===== src/rtl/m_axi_mem_sched.sv =====
// m_axi_mem_sched: job scheduler in front of the AXI memory mover engine.
// Buffers transfer descriptors in a small FIFO. Issues them to the engine one
// at a time with a single-cycle start. Waits for the engine's done level and
// retires each job. A watchdog parks the block in HALT if the engine hangs.
//
// state  | meaning
// -------+-------------------------------------------------------------------
// IDLE   | nothing in flight; pops the queue head into the descriptor outputs
// LOAD   | descriptor already on engine ports; zero-byte jobs bypass engine
// START  | O_ap_start high for this one cycle; watchdog cleared
// CLR    | wait for the engine to drop the done level left by the last job
// BUSY   | engine running; wait for done
// DONE   | retire pulse (err qualifies it), count error-free jobs
// HALT   | watchdog fired; queue frozen, no starts, left only through I_rst
module m_axi_mem_sched #(
    parameter int C_JOB_DEPTH = 4,
    parameter int C_TIMEOUT_W = 24,
    parameter int C_CNT_W     = 16
) (
    input  logic                          I_clk,
    input  logic                          I_rst,
    input  logic                          I_job_valid,
    output logic                          O_job_ready,
    input  logic [31:0]                   I_job_rd_addr,
    input  logic [31:0]                   I_job_wr_addr,
    input  logic [31:0]                   I_job_in_bytes,
    input  logic [31:0]                   I_job_out_bytes,
    input  logic [C_TIMEOUT_W-1:0]        I_timeout_cycles,
    output logic                          O_ap_start,
    output logic [31:0]                   O_ddr_rd_addr,
    output logic [31:0]                   O_ddr_wr_addr,
    output logic [31:0]                   O_in_data_bytes,
    output logic [31:0]                   O_out_data_bytes,
    input  logic                          I_ap_done,
    output logic                          O_busy,
    output logic                          O_job_done,
    output logic                          O_job_err,
    output logic [C_CNT_W-1:0]            O_job_cnt,
    output logic                          O_err_timeout,
    output logic [$clog2(C_JOB_DEPTH):0]  O_queue_level
);

    localparam int C_PTR_W = $clog2(C_JOB_DEPTH);

    typedef enum logic [2:0] {
        S_IDLE  = 3'd0,
        S_LOAD  = 3'd1,
        S_START = 3'd2,
        S_CLR   = 3'd3,
        S_BUSY  = 3'd4,
        S_DONE  = 3'd5,
        S_HALT  = 3'd6
    } state_t;

    state_t                 r_state;
    state_t                 w_state_nxt;

    logic [127:0]           r_mem [C_JOB_DEPTH];
    logic [C_PTR_W-1:0]     r_wr_ptr;
    logic [C_PTR_W-1:0]     r_rd_ptr;
    logic [C_PTR_W:0]       r_level;
    logic                   w_full;
    logic                   w_empty;
    logic                   w_push;
    logic                   w_pop;

    logic [31:0]            r_ddr_rd_addr;
    logic [31:0]            r_ddr_wr_addr;
    logic [31:0]            r_in_bytes;
    logic [31:0]            r_out_bytes;
    logic                   w_zero_job;
    logic                   r_err;

    logic [C_TIMEOUT_W-1:0] r_wdog_cnt;
    logic [C_TIMEOUT_W-1:0] w_wdog_nxt;
    logic                   w_wdog_run;
    logic                   w_wdog_fire;

    logic [C_CNT_W-1:0]     r_job_cnt;
    logic                   r_err_timeout;

    assign w_full      = (r_level == (C_PTR_W+1)'(C_JOB_DEPTH));
    assign w_empty     = (r_level == '0);
    assign O_job_ready = !w_full && (r_state != S_HALT) && !I_rst;
    assign w_push      = I_job_valid && O_job_ready;
    assign w_zero_job  = (r_in_bytes == '0) || (r_out_bytes == '0);

    // The watchdog compare uses the count including the current cycle, so a
    // limit of N halts after exactly N cycles spent in CLR/BUSY.
    assign w_wdog_run  = (r_state == S_CLR) || (r_state == S_BUSY);
    assign w_wdog_nxt  = (&r_wdog_cnt) ? r_wdog_cnt : r_wdog_cnt + 1'b1;
    assign w_wdog_fire = w_wdog_run && (I_timeout_cycles != '0) &&
                         (w_wdog_nxt == I_timeout_cycles);

    assign O_ddr_rd_addr    = r_ddr_rd_addr;
    assign O_ddr_wr_addr    = r_ddr_wr_addr;
    assign O_in_data_bytes  = r_in_bytes;
    assign O_out_data_bytes = r_out_bytes;
    assign O_job_cnt        = r_job_cnt;
    assign O_err_timeout    = r_err_timeout;
    assign O_queue_level    = r_level;

    // State register.
    always_ff @(posedge I_clk) begin
        if (I_rst) begin
            r_state <= S_IDLE;
        end else begin
            r_state <= w_state_nxt;
        end
    end

    // Next-state decode; the watchdog outranks a done seen in the same cycle.
    always_comb begin
        w_state_nxt = r_state;
        case (r_state)
            S_IDLE:  if (!w_empty) w_state_nxt = S_LOAD;
            S_LOAD:  w_state_nxt = w_zero_job ? S_DONE : S_START;
            S_START: w_state_nxt = S_CLR;
            S_CLR: begin
                if (w_wdog_fire)     w_state_nxt = S_HALT;
                else if (!I_ap_done) w_state_nxt = S_BUSY;
            end
            S_BUSY: begin
                if (w_wdog_fire)     w_state_nxt = S_HALT;
                else if (I_ap_done)  w_state_nxt = S_DONE;
            end
            S_DONE:  w_state_nxt = S_IDLE;
            S_HALT:  w_state_nxt = S_HALT;
            default: w_state_nxt = S_IDLE;
        endcase
    end

    // Moore outputs plus the queue pop strobe.
    always_comb begin
        O_ap_start = (r_state == S_START);
        O_busy     = (r_state != S_IDLE);
        O_job_done = (r_state == S_DONE);
        O_job_err  = (r_state == S_DONE) && r_err;
        w_pop      = (r_state == S_IDLE) && !w_empty;
    end

    // Queue pointers and level; simultaneous push and pop leave the level alone.
    always_ff @(posedge I_clk) begin
        if (I_rst) begin
            r_wr_ptr <= '0;
            r_rd_ptr <= '0;
            r_level  <= '0;
        end else begin
            if (w_push) r_wr_ptr <= r_wr_ptr + 1'b1;
            if (w_pop)  r_rd_ptr <= r_rd_ptr + 1'b1;
            case ({w_push, w_pop})
                2'b10:   r_level <= r_level + 1'b1;
                2'b01:   r_level <= r_level - 1'b1;
                default: r_level <= r_level;
            endcase
        end
    end

    // Queue storage; contents are don't-care until written.
    always_ff @(posedge I_clk) begin
        if (w_push) begin
            r_mem[r_wr_ptr] <= {I_job_rd_addr, I_job_wr_addr,
                                I_job_in_bytes, I_job_out_bytes};
        end
    end

    // Descriptor outputs move only on a pop, so they hold through the engine's start sample.
    always_ff @(posedge I_clk) begin
        if (I_rst) begin
            r_ddr_rd_addr <= '0;
            r_ddr_wr_addr <= '0;
            r_in_bytes    <= '0;
            r_out_bytes   <= '0;
        end else if (w_pop) begin
            {r_ddr_rd_addr, r_ddr_wr_addr, r_in_bytes, r_out_bytes} <= r_mem[r_rd_ptr];
        end
    end

    // Skip flag: set in LOAD for zero-byte jobs, consumed by DONE.
    always_ff @(posedge I_clk) begin
        if (I_rst) begin
            r_err <= 1'b0;
        end else if (r_state == S_LOAD) begin
            r_err <= w_zero_job;
        end else if (r_state == S_DONE) begin
            r_err <= 1'b0;
        end
    end

    // Watchdog: cleared at start, saturating count while waiting on the engine.
    always_ff @(posedge I_clk) begin
        if (I_rst) begin
            r_wdog_cnt <= '0;
        end else if (r_state == S_START) begin
            r_wdog_cnt <= '0;
        end else if (w_wdog_run) begin
            r_wdog_cnt <= w_wdog_nxt;
        end
    end

    // Completed-job counter and sticky timeout flag.
    always_ff @(posedge I_clk) begin
        if (I_rst) begin
            r_job_cnt     <= '0;
            r_err_timeout <= 1'b0;
        end else begin
            if ((r_state == S_DONE) && !r_err) r_job_cnt <= r_job_cnt + 1'b1;
            if (w_wdog_fire)                   r_err_timeout <= 1'b1;
        end
    end

endmodule


===== config.mk =====
export PLATFORM = sky130hd
export DESIGN_NAME = m_axi_mem_sched
export DESIGN_NICKNAME = d
export VERILOG_FILES = /design/src/rtl/m_axi_mem_sched.sv
export SDC_FILE = /design/constraint.sdc
export NUM_CORES = 1
export LEC_CHECK = 0
export ABC_AREA = 0
export BUFFER_PORTS_ARGS = -buffer_cell sky130_fd_sc_hd__buf_2
export CAP_MARGIN = 20
export CORE_UTILIZATION = 54
export DETAILED_ROUTE_END_ITERATION = 16
export GPL_TIMING_DRIVEN = 0
export PLACE_DENSITY_LB_ADDON = 0.3
export SYNTH_ARGS = -nofsm -noshare
export SYNTH_HDL_FRONTEND = slang
export SYNTH_SLANG_ARGS = --single-unit

===== constraint.sdc =====
create_clock -name I_clk -period 5.8 [get_ports I_clk]
set_clock_uncertainty 0.2 [all_clocks]
set_input_delay 0.58 -clock I_clk [delete_from_list [all_inputs] [get_ports I_clk]]
set_output_delay 0.58 -clock I_clk [all_outputs]
set_load 0.01 [all_outputs]

# == Yosys cells after proc, flatten, opt, wreduce, memory -nomap -nowiden ==
# Memory sizes are Yosys's and may differ from the RTL's. A register that Yosys moved wholly into a read port is not among the register bits.
# Index checks and enable logic that the tools add are counted.
# word_totals
ramBits,512
output_inout_bits,153
elab_cells,67
register_bits,52
inputBits,156
mem_count,1
# memory_table
memory,depth,word_bits,rd,rd_clocked_by_memory_dff,wr,line_no,source
r_mem,4,128,1,1,1,58,logic [127:0] r_mem [C_JOB_DEPTH];
# classes
reduce_logical,25
add_sub_neg,6
muxes,13
n_eq_ne,14
# op_table
operator,n
$logic_not A32 Y1,2
$add A24 B1 Y24 const B,1
$eq A24 B24 Y1,1
$mux W24,1
$reduce_and A24 Y1,1
$reduce_bool A24 Y1,1
$mux W3,6
$pmux W3 S6,1
$add A16 B1 Y16 const B,1
$eq A3 B3 Y1 const B,4
$ne A3 B3 Y1 const B,3
$logic_and A1 B1 Y1,8
$eq A3 B2 Y1 const B,2
$logic_not A3 Y1,2
$pmux W3 S2,1
$add A2 B1 Y2 const B,2
$logic_not A1 Y1,4
$mux W1,4
$reduce_bool A2 Y1,2
$add A3 B1 Y3 const B,1
$eq A3 B1 Y1 const B,1
$reduce_and A3 Y1,1
$reduce_bool A3 Y1,1
$sub A3 B1 Y3 const B,1
5 further kinds,6

# == Depth between registers and ports, before layout ==
# logic_depth
depth_word,7
depth_mapped,12
ltp_nobuf,11

# == Worst setup path before layout ==
# No wires, ideal clock.
# synth_path
path_type,register to register
startpoint,reg r_state[2]
endpoint,mem r_mem[0][0] (enable)
t_required_ns,5.097
t_arrival_ns,4.317
setup_ns,0.503
n_path_buf,1
period_less_slack_ns,5.020
stages_incl_launch_ff,6
slack_ns,0.780
path_cell_list,dfxtp_1 clkbuf_1 nand2b_1 inv_1 a221oi_1 and3_1
# synth_between
elab_chain_len,6
# synth_rtl
element,line_no,source
start: declaration,55,state_t r_state;
start signal: assignment,108,r_state <= w_state_nxt;
$ne A3 B3 Y1,84,assign O_job_ready = !w_full && (r_state != S_HALT) && !I_rst;
$logic_and A1 B1 Y1 (2 in series),84,
net O_job_ready,23,"output logic O_job_ready,"
$logic_and A1 B1 Y1,85,assign w_push = I_job_valid && O_job_ready;
$mux W1,161,if (w_push) begin
$mux W1 (implied by the code),162,"r_mem[r_wr_ptr] <= {I_job_rd_addr, I_job_wr_addr,"
end: declaration,58,
# The timed path passes the listed nets, and every way through them passes these cells.

# == Worst setup path in the final report ==
# layout_path
startpoint,reg r_wdog_cnt[0]
endpoint,reg r_state[2]
# layout_between
elab_chain_len,6
word_cells_on_any_way,11
cone_classes,add/sub: 1; eq/ne: 3; mux: 4; reduce/logical: 3
# layout_rtl
element,line_no,source
start: declaration,74,logic [C_TIMEOUT_W-1:0] r_wdog_cnt;
start signal: assignment,197,r_wdog_cnt <= w_wdog_nxt;
$add A24 B1 Y24 or $reduce_and A24 Y1 (tied branches),91,assign w_wdog_nxt = (&r_wdog_cnt) ? r_wdog_cnt : r_wdog_cnt + 1'b1;
$mux W24 (*),91,
$eq A24 B24 Y1 (*),93,(w_wdog_nxt == I_timeout_cycles);
$logic_and A1 B1 Y1 (*),92,assign w_wdog_fire = w_wdog_run && (I_timeout_cycles != '0) &&
$mux W3 (tied with other cells),124,if (w_wdog_fire) w_state_nxt = S_HALT;
$pmux W3 S6 or $reduce_and A3 Y1 (tied branches),-,
# Mark *: on every way between the ends. The rest lies on a longest branch, timed or not.
# A chain may end at the register's enable or synchronous reset.

==> flow_metrics.py <==
metrics = {
    "route": {
        "wl_um": 63500,
        "drt_iter0_markers": 1345,
        "drt_first_pass_iters": 5,
        "drc": 0,
        "vias": 16420,
        "wl_per_cell_um": 21.98,
        "antenna_left": 0,
        "vias_per_cell": 5.683,
    },
    "power_and_ir_drop": {
        "powerDensity_nw_per_um2": 423.2,
        "p_leak_nw": 11.33,
        "ir_worst_vdd_uv": 327.9,
    },
    "logic_synthesis": {
        "synth_warnings": 0,
        "yosys_most_used_dff": "edfxtp_1",
        "ys_seq_area_frac": 0.7201,
        "async_reset_ff_frac": 0,
        "synth_top_area_share": 0.5834,
        "syn-instance-count": 1697,
        "syn_area_um2": 26360,
        "syn_area_per_cell_um2": 15.53,
        "ys_top_cells_by_area": "edfxtp_1 58%, dfxtp_1 14%, mux4_2 11%",
        "synth-seq-cells": 692,
        "synth.distinct_cells": 60,
        "yosys.area.top_type": "edfxtp_1",
        "synth.net_count": 1861,
        "synth_edf_count": 512,
    },
    "sta": {
        "hold_ws_ns": 0.1467,
        "tns_ns": 0,
        "setup_viol": 0,
        "fin_crit_sh": 0.6243,
        "fin_crit_ns": 3.621,
        "max_freq_mhz": 276.2,
        "worst_slack_ns": 2.179,
        "hold_violations": 0,
        "worst_pin_slew_ns": 1.107,
        "slew_headroom": 0.2620,
        "slew_violations": 0,
        "rsz0062_at_grt": "no",
    },
    "worst_setup_path": {
        "cp-endpoint": "r_state[2]",
        "cp_data_required_time_ns": 6.12,
        "critPathMaxFanout": 9,
        "cp-startpoint": "r_wdog_cnt[0]",
        "critPathArrivalTime_ns": 3.94,
        "worstReg2RegEnd": "r_state[2]",
        "rr_startpoint": "r_wdog_cnt[0]",
        "reg2reg_slack_ns": 2.18,
        "worstSetupStartpointType": "flip-flop",
        "critical_path_class": "reg -> reg",
        "r2r_cells": 10,
        "worstSetupEndpointType": "flip-flop",
    },
    "floorplanning": {
        "io_pins": 309,
        "die_y_um": 222.9,
        "die_area_um2": 49690,
        "placementRows": 80,
        "core_um2": 47950,
        "die_w_um": 222.9,
        "start_util": 0.5497,
    },
    "global_routing": {
        "grt_max_degree": 58,
        "groute.usage.overall": 0.2579,
        "overflow": 0,
        "antenna_found_initial": 8,
        "grt_pass1_wl_um": 96190,
        "grt_pass1_vias": 16670,
    },
    "cells_and_area": {
        "instances_no_fill": 2889,
        "nNetsFinal": 2376,
        "drive_gt1_frac": 0.2569,
        "fill_cells": 3169,
        "multi_input_area_um2": 6965,
        "final_area_um2": 32580,
        "syn_to_final_growth_pct": 23.60,
        "seq_area_um2": 18980,
    },
    "cts": {
        "cts_tree": "yes",
        "cts-root-buf": "clkbuf_16",
        "clock_path_buffers": 3,
        "post-cts-setup-buffer-count": 0,
        "path_clk_slew_ns": 0.07,
        "cts_num_sinks": 692,
        "cts_buffers": 69,
        "htree_num_levels": 3,
        "clock_latency_ns": 0.61,
    },
    "min_path": {
        "hp-class": "in -> reg",
    },
    "place": {
        "dp_cells": 2628,
        "place_congestion": 0.9324,
        "hpwl_um": 40290,
        "post-place-ws_ns": 2.211,
        "port_buffers": 308,
        "dpl_cell_area_um2": 28910,
    },
    "outcome": {
        "status": "finished clean",
    },
    "run": {
        "max_cap_viol_count": 0,
    },
}
[where the power goes]
group | total (W) | switching [W] | leakage, nW | internal, W
registers | 0.00616 | 0.000329 | 6.11 | 0.00583
clock network | 0.00465 | 0.00187 | 1.16 | 0.00278
logic | 0.00298 | 0.00186 | 4.06 | 0.00112
[sequential cells by signal, indices dropped and copies added, names as in the netlist]
name	cells
O_err_timeout	1
O_job_cnt	16
O_queue_level	3
O_in_data_bytes	32
O_out_data_bytes	32
r_rd_ptr	2
r_wdog_cnt	24
r_wr_ptr	2
O_ddr_wr_addr	32
r_mem	512
O_ddr_rd_addr	32
r_err	1
r_state	3
[how the worst min path moves through the flow]
stage                       start            end  slack, ns  depth (start not counted)
floorplan           O_err_timeout  O_err_timeout       0.27                          2
global placement    O_err_timeout  O_err_timeout       0.24                          2
detailed placement  O_err_timeout  O_err_timeout       0.24                          2
CTS                     I_ap_done     r_state[2]       0.11                          3
global route            I_ap_done     r_state[2]       0.14                          3
finish                  I_ap_done     r_state[2]       0.15                          3
[worst max-delay path: stages (launching register included)]
cell	delay, ns
dfxtp_1	0.45
ha_1	0.30
nand3_1	0.24
nor4_4	0.62
nand2_2	0.30
nor4b_2	0.33
a21oi_1	0.11
nor4_4	0.34
nand4_2	0.22
a31o_1	0.28
a21oi_2	0.12
[per-layer routing]
metal  global-route usage  vias to the layer above  wire (um)
met3              0.05834                      126       4163
li1                     -                     7449          -
met5                    0                        -         55
met1               0.3337                     8247      25790
met2               0.4343                      588      31750
met4              0.08343                        8       1746
[cell usage in the layout, fill, tap and decap left out, types with 8 or more instances in the layout]
master / instances
a21oi_1: 146
buf_1: 15
buf_16: 8
buf_2: 316
bufinv_16: 10
clkbuf_1: 85
clkbuf_16: 70
clkinv_2: 10
dfxtp_1: 180
dlygate4sd3_1: 128
edfxtp_1: 512
inv_1: 14
mux4_2: 128
nand2_1: 294
nand2b_1: 8
nand3_1: 19
nand4_1: 22
nor2_1: 73
nor3_1: 13
nor4_1: 27
o21ai_0: 13
or3_1: 8
xnor2_1: 28
xor2_1: 42
[timing repair]
action                                 in CTS  in global routing
setup endpoints to repair                   0                  0
resized for setup                           0                  0
endpoints found under the hold margin     512                  0
hold buffers                              128                  0
[synth_stat cells (all sizes together), types with 6 or more instances]
cell	instances
nand4	25
xnor2	28
nand3	19
xor2	42
dfxtp	180
or2	6
mux4	128
ha	7
buf	27
nand2b	8
nor2	73
o21ai	13
and2	6
a21oi	147
edfxtp	512
nor3	14
clkbuf	66
nor4	30
and3	8
inv	14
or3	8
nand2	295
[stage by stage]
step	total power, W	util
global placement	0.009073	0.5979
global route	0.01434	0.6793
finish	0.01379	0.6794
CTS	0.01384	0.6792
detailed placement	0.009127	0.6029
floorplan	0.007910	-
[cells by family after synthesis]
family,Yosys count,share of synthesized area
muxes,131,0.1105
and+or+nand+nor,503,0.08707
buffers and inverters,108,0.01638
AOI/OAI and AO/OA,185,0.03860
xor gates and xnor gates,70,0.02326
adders and majority gates,8,0.004083
DFF,692,0.7201
[layout make-up]
cell class,count,share of cell area
Clock inverter,32,0.01433
Inverter,15,0.001728
Multi-Input combinational cell,897,0.2138
Tap cell,615,0.02362
Sequential cell,692,0.5826
Antenna cell,5,0.0003841
Timing Repair Buffer,444,0.09341
Clock buffer,96,0.05861
Buffer,93,0.01152
No activity file was read; power rests on OpenSTA's default activity.
